File: config.mk
export PLATFORM = sky130hd
export DESIGN_NAME = muldiv_unit
export DESIGN_NICKNAME = d
export VERILOG_FILES = /design/src/rtl/muldiv_unit.sv
export SDC_FILE = /design/constraint.sdc
export NUM_CORES = 1
export LEC_CHECK = 0
export ABC_AREA = 1
export BUFFER_PORTS_ARGS = -buffer_cell sky130_fd_sc_hd__buf_4
export CORE_UTILIZATION = 45
export DETAILED_ROUTE_END_ITERATION = 7
export PLACE_DENSITY_LB_ADDON = 0.12
export SYNTH_ARGS = -nofsm -noshare
export SYNTH_HDL_FRONTEND = slang
export SYNTH_SLANG_ARGS = --single-unit
export TNS_END_PERCENT = 5
File: constraint.sdc
create_clock -name clk_i -period 18.8 [get_ports clk_i]
set_input_delay 0.94 -clock clk_i [delete_from_list [all_inputs] [get_ports clk_i]]
set_output_delay 0.94 -clock clk_i [all_outputs]
set_load 0.02 [all_outputs]
File: src/rtl/muldiv_unit.sv
// rtl/muldiv_unit.sv - iterative RV32M multiply/divide execution unit
// Shift-add multiply and restoring divide on operand magnitudes, with sign fix-up after 32 steps.
module muldiv_unit (
  input  logic        clk_i,
  input  logic        reset_i,
  input  logic        start_i,
  input  logic        kill_i,
  input  logic [2:0]  funct3_i,
  input  logic [31:0] rs1_data_i,
  input  logic [31:0] rs2_data_i,
  input  logic [4:0]  rd_idx_i,
  output logic        busy_o,
  output logic        done_o,
  output logic [31:0] result_o,
  output logic [4:0]  rd_idx_o,
  output logic        wen_o
);

  localparam logic [1:0] S_IDLE = 2'd0;
  localparam logic [1:0] S_CALC = 2'd1;
  localparam logic [1:0] S_FIX  = 2'd2;
  localparam logic [1:0] S_DONE = 2'd3;

  logic [1:0]  state_q;
  logic [2:0]  funct3_q;
  logic        sa_q, sb_q;
  logic [31:0] a_mag_q, b_mag_q;
  logic [5:0]  cnt_q;
  logic [63:0] prod_q;
  logic [31:0] rem_q, quot_q;

  logic        sign_a, sign_b;
  logic [31:0] a_mag, b_mag;
  logic        div_by_zero, div_overflow, special;
  logic [31:0] special_result;

  always_comb begin
    sign_a = 1'b0;
    sign_b = 1'b0;
    case (funct3_i)
      3'b001, 3'b100, 3'b110: begin
        sign_a = rs1_data_i[31];
        sign_b = rs2_data_i[31];
      end
      3'b010:  sign_a = rs1_data_i[31];
      default: ;
    endcase
  end

  assign a_mag = sign_a ? (32'd0 - rs1_data_i) : rs1_data_i;
  assign b_mag = sign_b ? (32'd0 - rs2_data_i) : rs2_data_i;

  assign div_by_zero  = funct3_i[2] && (rs2_data_i == 32'd0);
  assign div_overflow = funct3_i[2] && !funct3_i[0] &&
                        (rs1_data_i == 32'h8000_0000) && (rs2_data_i == 32'hFFFF_FFFF);
  assign special      = div_by_zero || div_overflow;
  // funct3[1] separates REM/REMU from DIV/DIVU
  assign special_result = div_by_zero ? (funct3_i[1] ? rs1_data_i : 32'hFFFF_FFFF)
                                      : (funct3_i[1] ? 32'd0 : 32'h8000_0000);

  // Product accumulator keeps the unconsumed multiplier bits in its low half
  logic [32:0] mul_sum;
  logic [32:0] div_shift;
  logic        div_ge;
  assign mul_sum   = {1'b0, prod_q[63:32]} + (prod_q[0] ? {1'b0, a_mag_q} : 33'd0);
  assign div_shift = {rem_q, quot_q[31]};
  assign div_ge    = (div_shift >= {1'b0, b_mag_q});

  logic [63:0] prod_fix;
  logic [31:0] quot_fix, rem_fix, fix_result;
  assign prod_fix = (sa_q ^ sb_q) ? (64'd0 - prod_q) : prod_q;
  assign quot_fix = (sa_q ^ sb_q) ? (32'd0 - quot_q) : quot_q;
  assign rem_fix  = sa_q ? (32'd0 - rem_q) : rem_q;

  always_comb begin
    fix_result = rem_fix;
    case (funct3_q)
      3'b000:                 fix_result = prod_fix[31:0];
      3'b001, 3'b010, 3'b011: fix_result = prod_fix[63:32];
      3'b100, 3'b101:         fix_result = quot_fix;
      default:                fix_result = rem_fix;
    endcase
  end

  always_ff @(posedge clk_i or posedge reset_i) begin
    if (reset_i) begin
      state_q  <= S_IDLE;
      funct3_q <= 3'd0;
      sa_q     <= 1'b0;
      sb_q     <= 1'b0;
      a_mag_q  <= 32'd0;
      b_mag_q  <= 32'd0;
      cnt_q    <= 6'd0;
      prod_q   <= 64'd0;
      rem_q    <= 32'd0;
      quot_q   <= 32'd0;
      result_o <= 32'd0;
      rd_idx_o <= 5'd0;
    end else begin
      case (state_q)
        S_IDLE: begin
          if (start_i && !kill_i) begin
            funct3_q <= funct3_i;
            sa_q     <= sign_a;
            sb_q     <= sign_b;
            a_mag_q  <= a_mag;
            b_mag_q  <= b_mag;
            cnt_q    <= 6'd0;
            prod_q   <= {32'd0, b_mag};
            rem_q    <= 32'd0;
            quot_q   <= a_mag;
            rd_idx_o <= rd_idx_i;
            if (special) begin
              result_o <= special_result;
              state_q  <= S_DONE;
            end else begin
              state_q  <= S_CALC;
            end
          end
        end
        S_CALC: begin
          if (kill_i) begin
            state_q <= S_IDLE;
          end else begin
            cnt_q <= cnt_q + 6'd1;
            if (funct3_q[2]) begin
              rem_q  <= div_ge ? (div_shift[31:0] - b_mag_q) : div_shift[31:0];
              quot_q <= {quot_q[30:0], div_ge};
            end else begin
              prod_q <= {mul_sum, prod_q[31:1]};
            end
            if (cnt_q == 6'd31) state_q <= S_FIX;
          end
        end
        S_FIX: begin
          if (kill_i) begin
            state_q <= S_IDLE;
          end else begin
            result_o <= fix_result;
            state_q  <= S_DONE;
          end
        end
        default: state_q <= S_IDLE;
      endcase
    end
  end

  assign busy_o = (state_q != S_IDLE);
  assign done_o = (state_q == S_DONE);
  assign wen_o  = done_o && (rd_idx_o != 5'd0);

endmodule
## Word level (Yosys, flattened, before mapping)

Index checks and enable logic that the tools add are counted.

| storage, ports and cells | value |
|---|---|
| memory bits (read-only) | 0 |
| bits in registers | 242 |
| memories | 0 |
| bits in writable memories | 0 |
| latch bits | 0 |
| bits of input ports | 76 |

| operators by class | value |
|---|---|
| $add $sub $neg | 8 |
| divide/modulo/power cells | 0 |
| equality and inequality tests | 22 |
| reduce and logical (&&, ||, !) cells | 26 |
| bitwise logic cells | 1 |
| $lt $le $gt $ge | 1 |
| shifts and indexed selects | 0 |
| mux-type cells | 38 |
| multipliers | 0 |

Operators with widths:

| kind | count |
|---|---|
| 32-bit two-way mux | 18 |
| 64-bit two-way mux | 4 |
| 32-bit one-hot mux with 2 select lines | 3 |
| 64-bit one-hot mux with 2 select lines | 1 |
| 1-bit by 32-bit subtractor with 32-bit output (first input constant) | 4 |
| 32-bit one-hot mux with 3 select lines | 1 |
| 32-bit == test (second input constant) | 2 |
| 1-bit by 64-bit subtractor with 64-bit output (first input constant) | 1 |
| 32-bit by 32-bit adder with 33-bit output | 1 |
| 33-bit by 32-bit >= comparator with 1-bit output | 1 |
| 32-bit logical NOT | 1 |
| 32-bit subtractor | 1 |
| 3-bit == test (second input constant) | 4 |
| 6-bit two-way mux | 2 |
| 2-bit inequality test (second input constant) | 6 |
| 6-bit one-hot mux with 2 select lines | 1 |
| 4-bit AND reduction | 3 |
| 2-bit two-way mux | 5 |
| 3-bit by 2-bit == test with 1-bit output (second input constant) | 3 |
| 6-bit by 1-bit adder with 6-bit output (second input constant) | 1 |
| 3-bit by 1-bit == test with 1-bit output (second input constant) | 2 |
| 6-bit by 5-bit == test with 1-bit output (second input constant) | 1 |
| 1-bit logical AND | 6 |
| 2-bit one-hot mux with 3 select lines | 1 |
| other kinds (16) | 23 |

## Depth between registers and ports, before layout

| logic depth | value |
|---|---|
| depth after elaboration | 8 |
| depth in mapped cells | 18 |
| depth with buffers taken out | 17 |

## Worst setup path after synthesis

No wires, ideal clock.

| timing | value |
|---|---|
| kind | input to register |
| start | input rs1_data_i[0] |
| end | register result_o[28] |
| arrival time | 2.368 ns |
| setup slack | 16.311 ns |
| path buffers | 2 |
| stages on the path | 13 |
| library setup time | 0.120 ns |
| data required time | 18.680 ns |
| cell sequence | inv_1 > ha_1 > nand2_1 > nor3_4 > nand2_2 > nor3_2 > nand2_1 > nand3_2 > nand2_4 > buf_6 > buf_6 > nand2_1 > nand2_1 |

| on the way | value |
|---|---|
| cells in the longest elaborated chain, start to end | 6 |

RTL lines:

| element | line | source |
|---|---|---|
| start, declared | 9 | `input logic [31:0] rs1_data_i,` |
| 32-bit == test | 55 | `(rs1_data_i == 32'h8000_0000) && (rs2_data_i == 32'hFFFF_FFFF);` |
| 1-bit logical AND | 54 | `assign div_overflow = funct3_i[2] && !funct3_i[0] &&` |
| 1-bit logical AND | 55 |  |
| 1-bit logical OR | 56 | `assign special = div_by_zero \|\| div_overflow;` |
| 2-bit inequality test (no source line) | -- |  |
| 4-bit AND reduction (no source line) | -- |  |
| end signal, assigned | 114 | `result_o <= special_result;` |
| end signal, assigned | 139 | `result_o <= fix_result;` |
| end, declared | 14 | `output logic [31:0] result_o,` |

Every way passes these cells.
A chain may end at the register's enable or synchronous reset.

## Worst setup path after layout

| timing | value |
|---|---|
| start | register sa_q |
| end | register result_o[14] |

| on the way | value |
|---|---|
| cells in the longest elaborated chain, start to end | 5 |
| elaborated cells between the ends (all ways) | 7 |

RTL lines:

| element | line | source |
|---|---|---|
| start, declared | 26 | `logic sa_q, sb_q;` |
| start signal, assigned | 104 | `sa_q <= sign_a;` |
| 1-bit XOR | 71, 72 |  |
| 32-bit two-way mux / 64-bit two-way mux (equally long branches) | 72, 71 |  |
| 32-bit one-hot mux with 3 select lines * | 77 | `case (funct3_q)` |
| 32-bit two-way mux * | 136 | `if (kill_i) begin` |
| 32-bit one-hot mux with 2 select lines * | 100 | `case (state_q)` |

Mark *: on every way between the ends. The rest lies on a longest branch, timed or not. The select of a mux whose other input is x is not followed.

==> impl_metrics.py <==
metrics = {
    "cts": {
        "cts_inserted_buffers": 30,
        "ctsHoldBuffers": 0,
        "clockRootBuffer": "clkbuf_16",
        "clock-sinks": 242,
        "clk_pin_slew_worst_paths_ns": 0.07,
        "cts_tree": "built",
        "clockBufferDepth": 3,
        "cts_setup_buffers": 0,
        "insertion_delay_ns": 0.60,
        "cts_resized": 0,
        "htreeDepth": 1,
    },
    "layout": {
        "fillers": 4978,
        "nets": 3657,
        "diodes": 0,
        "area_delta_synth_final_pct": 10.4,
        "drive_gt1_frac": 0.0717,
    },
    "yosys": {
        "synthSimpleGateAreaFrac": 0.379,
        "synthMuxAreaShare": 0,
        "synth_area_leaders": "dfrtp_1 (28%), nand2_1 (18%), nand3_1 (7.8%), inv_1 (7.2%), o21ai_0 (6.9%)",
        "yosys_warnings": 0,
        "synth_ff_type": "dfrtp_1",
        "synth_cell_types": 56,
        "synth_compound_area_frac": 0.158,
        "synth_edf_count": 0,
        "synthXorXnorAreaFrac": 0.0337,
        "postSynth.asyncResetShare": 1.00,
        "synth.ff_latch_count": 242,
        "ys_seq_area_frac": 0.284,
        "synth_top_family_by_area": "simple AND/OR/NAND/NOR gates",
        "avgSynthCellArea_um2": 6.17,
        "syn_inst": 3455,
        "synthesis.area_mm2": 0.0213,
        "synth-adder-area-share": 0.0435,
        "syn_nets": 3604,
        "synth_top_cell_by_area": "dfrtp_1",
        "synth_top_area_frac": 0.284,
    },
    "pwr": {
        "peakVddDrop_v": 0.000120,
        "power_mw": 3.90,
        "swShare": 0.554,
        "p_leak_nw": 12.3,
        "switchingPower_mw": 2.16,
        "power_frac_clock": 0.156,
        "power_frac_seq": 0.245,
        "powerDensity_mw_per_mm2": 166,
        "power_frac_comb": 0.600,
        "intPower_mw": 1.74,
    },
    "worst_setup_path": {
        "r2r_end": "result_o[14]$_DFFE_PP0P_",
        "worstSetupStartpointType": "register",
        "rr_startpoint": "sa_q$_DFFE_PP0P_",
        "crit_fanout": 70,
        "r2r_cells": 13,
        "r2r_slack_ns": 14.58,
        "cp.arrival_ns": 4.73,
        "critPathCaptureType": "register",
        "crit_required_ns": 19.31,
        "criticalPathCategory": "reg -> reg",
    },
    "sta": {
        "fin_tns_setup_ns": 0,
        "post-route-min-period_ns": 4.22,
        "hold_viol": 0,
        "fin_crit_sh": 0.224,
        "rsz0062_at_grt": "no",
        "finClkSkew_ns": 0.0171,
        "slew_violations": 0,
        "max_clock_freq_ghz": 0.237,
        "setup_viol": 0,
        "maxSlewHeadroom": 0.291,
        "worstMarginPinSlew_ns": 1.06,
    },
    "detailed_routing": {
        "vias": 24600,
        "vias_per_cell": 5.94,
        "drc": 0,
        "dr.pass1.iters": 6,
        "routed_wl_um": 95300,
        "ant_nets": 0,
        "drtIter0Drc": 3436,
        "wire_per_inst_um": 23.0,
    },
    "job": {
        "maxCapViolations": 0,
    },
    "grt": {
        "grt.total_usage": 0.392,
        "grt_overflow": 0,
        "grt_max_degree": 152,
        "first_global_vias": 22700,
        "grt_pass1_wl_um": 142000,
        "antenna_found_initial": 1,
    },
    "die": {
        "initial_core_util": 0.457,
        "die_height_um": 220,
        "fp.dieW_um": 220,
        "dieArea_mm2": 0.0483,
        "fp-row-count": 79,
        "ios": 116,
        "core_mm2": 0.0467,
    },
    "place": {
        "hpwl_um": 75900,
        "place.port_buffers": 115,
        "finalWeightedCongestion": 1.07,
    },
    "hold_path": {
        "hold_path_class": "in -> async",
    },
    "run_status": {
        "run_status": "complete, no violations",
    },
}
## registers in the layout (all words and copies together), names as in the netlist
name      count
a_mag_q      32
b_mag_q      32
cnt_q         6
funct3_q      3
prod_q       64
quot_q       32
rd_idx_o      5
rem_q        32
result_o     32
sa_q          1
sb_q          1
state_q       2
## synth_stat cells, types with 6 or more instances
library cell and n:
buf_2 44, nor3_1 40, nor4_1 7, clkbuf_1 43
xor2_1 62, nor2_4 6, o21bai_1 6, o211ai_1 14
xnor2_1 20, buf_1 7, o21ai_2 6, inv_1 410
dfrtp_1 242, nand4_1 54, nand2_2 8, nand3b_1 23
buf_6 10, o21ai_0 292, a31oi_1 15, or2_2 6
nor2_1 363, a21o_1 10, ha_1 71, o221ai_1 29
nand2_1 1031, nor2_2 16, nand3_1 332, o22ai_1 16
o21ai_1 20, inv_2 14, a21oi_1 188
## worst max-delay path: stages (launching register included)
cell	delay [ns]
dfrtp_1	0.91
inv_2	0.28
nand2_1	0.14
nand2_1	0.08
inv_2	0.50
buf_4	0.70
nand2_1	0.25
nand3_1	0.13
nand2_1	0.05
nor2_1	0.47
nor2_1	0.10
nand3_1	0.16
nand2_1	0.12
a21oi_1	0.17
## cells in the final DEF, fill, tap and decap left out, types with 14 or more instances in the layout
cell       synthesis  final
o221ai_1          29     29
nor3_1            40     40
buf_4              4    129
ha_1              71     71
nand3_1          332    332
a21oi_1          188    188
nand4_1           54     54
xnor2_1           20     20
o21ai_1           20     20
dfrtp_1          242    242
nor2_1           363    361
xor2_1            62     62
o21ai_0          292    292
nor2_2            16     17
a31oi_1           15     15
inv_1            410    409
o211ai_1          14     14
o22ai_1           16     16
clkbuf_16          0     31
nand2_1         1031   1030
nand3b_1          23     23
## layout make-up
| cell class | instances | area [µm²] | area share |
|---|---|---|---|
| multi-input combinational | 2675 | 13100 | 0.557 |
| inverter | 429 | 1620 | 0.0689 |
| clock inverter | 12 | 126 | 0.00536 |
| tap | 607 | 759 | 0.0322 |
| timing repair buffer | 130 | 988 | 0.0420 |
| clock buffer | 43 | 881 | 0.0374 |
| sequential | 242 | 6060 | 0.257 |
## power groups by stage
stage                     Sequential [mW]  Combinational (mW)  Clock (mW)
final                               0.954                2.34       0.607
after CTS                           0.942                2.26       0.610
after global routing                0.971                2.55       0.628
after global placement              0.946                2.24           0
after floorplan                     0.897                1.50           0
after detailed placement            0.946                2.25           0
## how the worst max path moves through the flow
stage               slack, ns                       end  cells after the start              from
floorplan               11.22    a_mag_q[0]$_DFFE_PP0P_                      1           reset_i
global placement        14.82   result_o[4]$_DFFE_PP0P_                     13  sa_q$_DFFE_PP0P_
detailed placement      14.78   result_o[4]$_DFFE_PP0P_                     13  sa_q$_DFFE_PP0P_
CTS                     14.77  result_o[14]$_DFFE_PP0P_                     13  sa_q$_DFFE_PP0P_
global route            14.39  result_o[20]$_DFFE_PP0P_                     14  sa_q$_DFFE_PP0P_
finish                  14.58  result_o[14]$_DFFE_PP0P_                     13  sa_q$_DFFE_PP0P_
## layer usage
layer	track usage	vias to the layer above	wire, µm
met5	0	-	0
li1	-	11400	-
met1	0.557	11700	41100
met4	0.135	0	3820
met3	0.0787	201	9910
met2	0.590	1325	40400
## logic make-up after synthesis
| kind of cell | after synthesis |
|---|---|
| and+or+nand+nor | 1906 |
| adders and majority gates | 73 |
| AOI/OAI and AO/OA | 614 |
| xor gates and xnor gates | 82 |
| DFF | 242 |
| buffers and inverters | 538 |
## through the flow
stage               setup WS, ns  cell area [µm²]  cells   util  hold WS (ns)
floorplan                  11.22            21300   3455      -         0.449
global route               14.39            23600   4138  0.505         0.494
global placement           14.82            22500   4083  0.483         0.466
CTS                        14.77            23600   4138  0.505         0.470
detailed placement         14.78            22500   4083  0.483         0.467
finish                     14.58            23600   4138  0.505         0.423
Note: power is estimated with default switching activity, not from simulation.
